### src/rtl/chromosome_evaluation_sequencer.sv
// Generation-level controller for chromosomeProcessingStateMachine.
// For each chromosome in RAM it assembles the 992-bit description, runs the
// processor start/done/feedback handshake, reduces the eight error sums to a
// saturated fitness word, writes it out and tracks the generation's best.
module chromosome_evaluation_sequencer #(
    parameter int POP_SIZE        = 16,
    parameter int WORDS_PER_CHROM = 31,
    parameter int ADDR_WIDTH      = 13
) (
    input  logic                            iClock,
    input  logic                            iReset,
    input  logic                            iStartGeneration,
    output logic                            oBusy,
    output logic                            oGenerationDone,
    output logic [ADDR_WIDTH-1:0]           oChromMemAddr,
    input  logic [31:0]                     iChromMemData,
    output logic [WORDS_PER_CHROM*32-1:0]   oConcatedChromDescription,
    output logic                            oStartProcessing,
    input  logic                            iReadyToProcess,
    input  logic                            iDoneProcessing,
    output logic                            oDoneProcessingFeedback,
    input  logic [255:0]                    iErrorSums,
    output logic                            oFitnessWrite,
    output logic [7:0]                      oFitnessAddr,
    output logic [31:0]                     oFitnessData,
    output logic [7:0]                      oBestIndex,
    output logic [31:0]                     oBestFitness,
    output logic                            oPerfectFound
);

    // Controller states
    localparam logic [3:0] IDLE       = 4'd0;
    localparam logic [3:0] LOAD       = 4'd1;
    localparam logic [3:0] WAIT_READY = 4'd2;
    localparam logic [3:0] START      = 4'd3;
    localparam logic [3:0] WAIT_DONE  = 4'd4;
    localparam logic [3:0] SCORE      = 4'd5;
    localparam logic [3:0] ACK        = 4'd6;
    localparam logic [3:0] NEXT       = 4'd7;
    localparam logic [3:0] DONE       = 4'd8;

    // The word counter must reach WORDS_PER_CHROM (the final capture cycle)
    localparam int                     WCNT_W       = $clog2(WORDS_PER_CHROM + 1);
    localparam logic [WCNT_W-1:0]      LAST_WORD    = WCNT_W'(WORDS_PER_CHROM - 1);
    localparam logic [WCNT_W-1:0]      LOAD_END     = WCNT_W'(WORDS_PER_CHROM);
    localparam logic [7:0]             LAST_INDEX   = 8'(POP_SIZE - 1);
    localparam logic [ADDR_WIDTH-1:0]  CHROM_STRIDE = ADDR_WIDTH'(WORDS_PER_CHROM);

    logic [3:0]            state;
    logic [WCNT_W-1:0]     wordCount;
    logic [WCNT_W-1:0]     captureSlot;
    logic [ADDR_WIDTH-1:0] chromBase;
    logic [7:0]            chromIndex;

    logic [31:0]           errLane [8];
    logic [34:0]           sumWide;
    logic [31:0]           fitness;

    assign oBusy = (state != IDLE);

    // In LOAD cycle c the RAM returns the word addressed in cycle c-1
    assign captureSlot = wordCount - WCNT_W'(1);

    // Split the error-sum bus into its eight 32-bit lanes
    generate
        for (genvar gi = 0; gi < 8; gi++) begin : gLane
            assign errLane[gi] = iErrorSums[32*gi +: 32];
        end
    endgenerate

    // Sum at 35 bits so eight full-scale lanes cannot wrap, then saturate
    always_comb begin
        sumWide = '0;
        for (int j = 0; j < 8; j++) begin
            sumWide = sumWide + {3'b000, errLane[j]};
        end
        fitness = (sumWide[34:32] != 3'b000) ? 32'hFFFF_FFFF : sumWide[31:0];
    end

    // One capture register per description word; only written during LOAD
    generate
        for (genvar gi = 0; gi < WORDS_PER_CHROM; gi++) begin : gSlot
            logic [31:0] slotWord;

            // Capture the RAM word whose address was issued last cycle
            always_ff @(posedge iClock) begin
                if (iReset) begin
                    slotWord <= '0;
                end else if ((state == LOAD) && (wordCount != '0) &&
                             (captureSlot == WCNT_W'(gi))) begin
                    slotWord <= iChromMemData;
                end
            end

            assign oConcatedChromDescription[32*gi +: 32] = slotWord;
        end
    endgenerate

    // Main sequencer: load, handshake, score, acknowledge, advance
    always_ff @(posedge iClock) begin
        if (iReset) begin
            state                   <= IDLE;
            wordCount               <= '0;
            chromBase               <= '0;
            chromIndex              <= '0;
            oChromMemAddr           <= '0;
            oStartProcessing        <= 1'b0;
            oDoneProcessingFeedback <= 1'b0;
            oFitnessWrite           <= 1'b0;
            oFitnessAddr            <= '0;
            oFitnessData            <= '0;
            oBestIndex              <= '0;
            oBestFitness            <= 32'hFFFF_FFFF;
            oPerfectFound           <= 1'b0;
            oGenerationDone         <= 1'b0;
        end else begin
            // Single-cycle strobes fall back low unless re-asserted below
            oStartProcessing <= 1'b0;
            oFitnessWrite    <= 1'b0;
            oGenerationDone  <= 1'b0;

            case (state)
                IDLE: begin
                    if (iStartGeneration) begin
                        chromIndex    <= '0;
                        chromBase     <= '0;
                        wordCount     <= '0;
                        oChromMemAddr <= '0;
                        oBestFitness  <= 32'hFFFF_FFFF;
                        oBestIndex    <= '0;
                        oPerfectFound <= 1'b0;
                        state         <= LOAD;
                    end
                end

                LOAD: begin
                    // Address word c is on the bus during cycle c; stop
                    // advancing once the final word has been addressed.
                    if (wordCount < LAST_WORD) begin
                        oChromMemAddr <= oChromMemAddr + ADDR_WIDTH'(1);
                    end
                    if (wordCount == LOAD_END) begin
                        state <= WAIT_READY;
                    end else begin
                        wordCount <= wordCount + WCNT_W'(1);
                    end
                end

                WAIT_READY: begin
                    // A processor still sitting in DONE holds a result from
                    // an abandoned run: release it without scoring.
                    if (iDoneProcessing) begin
                        oDoneProcessingFeedback <= 1'b1;
                    end else begin
                        oDoneProcessingFeedback <= 1'b0;
                        if (iReadyToProcess) begin
                            oStartProcessing <= 1'b1;
                            state            <= START;
                        end
                    end
                end

                START: begin
                    state <= WAIT_DONE;
                end

                WAIT_DONE: begin
                    // Fitness is registered here so it is presented during SCORE
                    if (iDoneProcessing) begin
                        oFitnessWrite <= 1'b1;
                        oFitnessAddr  <= chromIndex;
                        oFitnessData  <= fitness;
                        // Strict compare keeps the lower index on ties
                        if (fitness < oBestFitness) begin
                            oBestFitness <= fitness;
                            oBestIndex   <= chromIndex;
                        end
                        if (fitness == 32'd0) begin
                            oPerfectFound <= 1'b1;
                        end
                        state <= SCORE;
                    end
                end

                SCORE: begin
                    oDoneProcessingFeedback <= 1'b1;
                    state                   <= ACK;
                end

                ACK: begin
                    if (!iDoneProcessing) begin
                        oDoneProcessingFeedback <= 1'b0;
                        state                   <= NEXT;
                    end
                end

                NEXT: begin
                    if (chromIndex == LAST_INDEX) begin
                        oGenerationDone <= 1'b1;
                        state           <= DONE;
                    end else begin
                        chromIndex    <= chromIndex + 8'd1;
                        wordCount     <= '0;
                        chromBase     <= chromBase + CHROM_STRIDE;
                        oChromMemAddr <= chromBase + CHROM_STRIDE;
                        state         <= LOAD;
                    end
                end

                DONE: begin
                    state <= IDLE;
                end

                default: begin
                    state <= IDLE;
                end
            endcase
        end
    end

endmodule

### config.mk
export PLATFORM = sky130hd
export DESIGN_NAME = chromosome_evaluation_sequencer
export DESIGN_NICKNAME = d
export VERILOG_FILES = /design/src/rtl/chromosome_evaluation_sequencer.sv
export SDC_FILE = /design/constraint.sdc
export NUM_CORES = 2
export LEC_CHECK = 0
export CAP_MARGIN = 25
export CORE_AREA = 3 3 542 544
export CTS_BUF_LIST = sky130_fd_sc_hd__clkbuf_16
export CTS_CLUSTER_DIAMETER = 60
export DETAILED_ROUTE_END_ITERATION = 8
export DIE_AREA = 0 0 545 547
export SETUP_SLACK_MARGIN = 0.02
export SLEW_MARGIN = 20
export SYNTH_ARGS = -nofsm -noshare
export SYNTH_HDL_FRONTEND = slang
export SYNTH_SLANG_ARGS = --single-unit
### constraint.sdc
create_clock -name iClock -period 11.6 [get_ports iClock]
set_clock_uncertainty 0.2 [all_clocks]
set_input_delay 1.74 -clock iClock [delete_from_list [all_inputs] [get_ports iClock]]
set_output_delay 1.74 -clock iClock [all_outputs]
set_load 0.005 [all_outputs]
==> metrics.md <==
| Metric | Value |
|---|---|
| Drt drc | `0` |
| Power density cells | `180 nW/um^2` |
| DRT Pass-1 Iters | `6` |
| Hpwl dp | `175000 um` |
| Hold Violations, Final | `0` |
| Peak supply drop | `0.229 mV` |
| Final worst slack | `1.40 ns` |
| Mean Syn Cell Area | `7.78 sq um` |
| Register area | `22400 sq um` |
| Total power | `0.0127 W` |
| Achievable clock frequency | `98.0 MHz` |
| Mean number of vias per cell | `4.11` |
| Setup-failing EPs final | `0` |
| CP Class | `in -> reg` |
| Critical Path AT | `10.61 ns` |
| Number of CTS-inserted buffers | `145` |
| Mapped Area | `47800 sq um` |
| Final min period | `10.20 ns` |
| Remaining global-route overflow | `0` |
| Flop pwr share | `30.6%` |
| Synth Net Count | `6700` |
| Synth Area in XOR/XNOR | `0.715%` |
| Hold Buf Count CTS | `0` |
| Routed Wire Length | `248000 um` |
| Sequential element share of the synthesized area | `46.9%` |
| Core Footprint | `290000 sq um` |
| Largest family of logic cells by synthesized area | `simple AND/OR/NAND/NOR gates` |
| Synth unique cells | `70` |
| First-pass GRT wire length | `341000 um` |
| Syn-to-layout area delta | `47.8%` |
| Worst path max stage delay | `0.61 ns` |
| Adder-Cell Fraction of Synth Area | `9.99%` |
| P_leak | `24.9 nW` |
| Routed Antenna Nets | `0` |
| Internal | `0.00797 W` |
| RePlAce Congestion | `0.844` |
| Status | `finished, final reports clean` |
| Crit-path slowest cell | `a2111oi_1` |
| Clock slew at reported path FFs | `0.05 ns` |
| RSZ-0062 raised after global routing | `false` |
| Simple-Gate Fraction of Synth Area | `20.7%` |
| Syn Inst Count | `6140` |
| Max H-tree Level | `4` |
| Ys async rst share | `0%` |
| Period utilisation layout | `87.9%` |
| CP startpoint kind | `input pin` |
| Initial antenna violation count | `27` |
| Filler Cell Count | `31500` |
| Switch share | `37.5%` |
| Clock power share | `34.5%` |
| Post-synthesis mux area share | `0.754%` |
| Clock Tree Root | `clkbuf_16` |
| Die Ht | `547 um` |
| Cell row count | `198` |
| IO Count | `1384` |
| Largest net degree at the start of global routing | `212` |
| Max Slew Vio Count | `0` |
| Worst-Skew Late Latency | `0.77 ns` |
| Worst Hold Class | `reg -> reg` |
| TritonCTS clock tree | `yes` |
| Layout cells sized above 1 | `5.75%` |
| Dpl ws | `0.819 ns` |
| Crit path top cell by count | `fa_1` |
| Starting Density | `16.5%` |
| Final hold slack | `0.250 ns` |
| R2R Setup Slk | `7.44 ns` |
| Net Sw Power | `0.00478 W` |
| Postcts setup bufs | `0` |
| FF+latch count, synth | `1120` |
| Comb power frac | `35.0%` |
| EDFF count, synth | `0` |
| Syn. warnings | `0` |
| Die X | `545 um` |
| All-Layer GR Usage | `15.8%` |
| Final TNS setup | `0 ns` |
| PortBufs | `1383` |
| Least-Margin Pin Slew | `1.23 ns` |
| Main synth FF type | `dfxtp_1` |
| Worst setup EP type | `flop` |
| Multi-input logic area | `22200 sq um` |
| Cts repair resizes | `0` |
| Crit-path max FO | `30` |
| Post-layout nets | `7899` |
| Post-route core utilization | `24.4%` |
| Die ar. | `298000 sq um` |
| Number of global-route vias before repair | `44400` |
| Number of DRC markers in iteration 0 | `4085` |
| Synth Area in Compound Gates | `13.5%` |
| Worst slew margin | `17.8%` |
| Number of max-cap violations | `0` |
| Clk buf depth | `4` |
| DR vias | `46700` |
| Clock sink total | `1120` |
| Average wire per standard cell | `21.9 um` |
| Worst EP required | `12.01 ns` |
critical path, delay by kind of cell:
kind / cells / cell delay, ns
compound gates: 13 / 3.97
fa+ha+maj: 7 / 3.06
buf+inv: 5 / 1.02
simple gates: 4 / 0.80
synthesized netlist by cell type, types with 3 or more instances:
library cell     n  area share, %
a2111oi_0        5          0.092
a211oi_1        12           0.19
a211oi_2         3          0.079
a21boi_0         4          0.063
a21o_1          14           0.22
a21oi_1       1069             11
a22oi_1          3          0.047
a311oi_1         4          0.073
a31o_2           3          0.055
a31oi_1          5          0.065
and2_1          13           0.17
and3_1          11           0.14
buf_1            3          0.024
buf_2            6          0.063
buf_6            3          0.071
clkbuf_1       432            3.4
dfxtp_1       1120             47
fa_1           191            8.0
ha_1            76            2.0
inv_1          488            3.8
mux2i_1         36           0.75
nand2_1       2128             17
nand2b_1        17           0.22
nand3_1         45           0.47
nand3b_1         3          0.047
nand4_1         22           0.29
nor2_1         188            1.5
nor2b_1          8           0.10
nor3_1          61           0.64
nor3b_1          4          0.063
nor4_1           3          0.039
nor4b_1          3          0.055
o211ai_1        11           0.17
o21a_1           9           0.14
o21ai_0         39           0.41
o21ai_1          7          0.073
o21bai_1         3          0.047
o22a_1           4          0.073
o31ai_1          3          0.047
or3_1            7          0.092
xnor2_1         14           0.26
xor2_1          25           0.46
routing by layer:
| layer | GRT usage [%] | routed length (um) |
|---|---|---|
| met4 | 6.26 | 10400 |
| met2 | 23.9 | 106000 |
| met3 | 5.75 | 28300 |
| met1 | 20.3 | 104000 |
| met5 | 0 | 9 |
power groups by stage:
stage               clock network (W)  registers, W  logic [W]
global route                  0.00467       0.00390    0.00488
CTS                           0.00452       0.00390    0.00440
detailed placement                  0       0.00398    0.00438
global placement                    0       0.00398    0.00440
finish                        0.00439       0.00390    0.00446
floorplan                           0       0.00397    0.00291
final cells by class:
type / count / area share [%]
antenna: 10 / 0.0354
clock buffer: 147 / 5.21
clock inverter: 110 / 1.28
inverter: 489 / 2.60
multi-input combinational: 4085 / 31.4
sequential: 1120 / 31.7
tap: 3900 / 6.91
timing repair buffer: 1498 / 20.9
cell usage in the layout, fill, tap and decap left out, types with 39 or more instances in the layout:
cell type	Yosys	final
a21oi_1	1069	1069
buf_4	2	101
clkbuf_16	0	147
clkdlybuf4s50_1	0	1350
dfxtp_1	1120	1120
fa_1	191	191
ha_1	76	76
inv_1	488	516
nand2_1	2128	2115
nor2_1	188	156
nor3_1	61	61
o21ai_0	39	39
flip-flops by register name (all words and copies together) (netlist names), 4 cells and up:
name and count:
chromIndex 8, chromBase 13, state 4, oChromMemAddr 13, oFitnessAddr 8, gSlot.slotWord 992, wordCount 5, oBestIndex 8
oFitnessData 32, oBestFitness 32
cell families (layout without fill, tap and decap cells):
| family | Yosys count | in the layout |
|---|---|---|
| xor+xnor | 39 | 39 |
| buf+inv | 935 | 2244 |
| flops | 1120 | 1120 |
| simple gates | 2523 | 2523 |
| other cells | 0 | 10 |
| mux | 36 | 36 |
| compound gates | 1220 | 1220 |
| fa+ha+maj | 267 | 267 |
final timing paths:
path / from / end / depth (start not counted)
hold / removal: gSlot[1].slotWord[7] / gSlot[1].slotWord[7] / 2
hold reg to reg: gSlot[1].slotWord[7] / gSlot[1].slotWord[7] / 2
setup reg to reg: wordCount[0] / gSlot[13].slotWord[5] / 11
setup / recovery: iErrorSums[2] / oBestFitness[0] / 29
metrics by stage:
step	instances	instance area [sq um]
finish	11400	70700
global route	11400	70600
CTS	11300	70600
detailed placement	11100	66000
global placement	11100	65800
floorplan	6140	47800
Power figures use the tool's default switching activity.
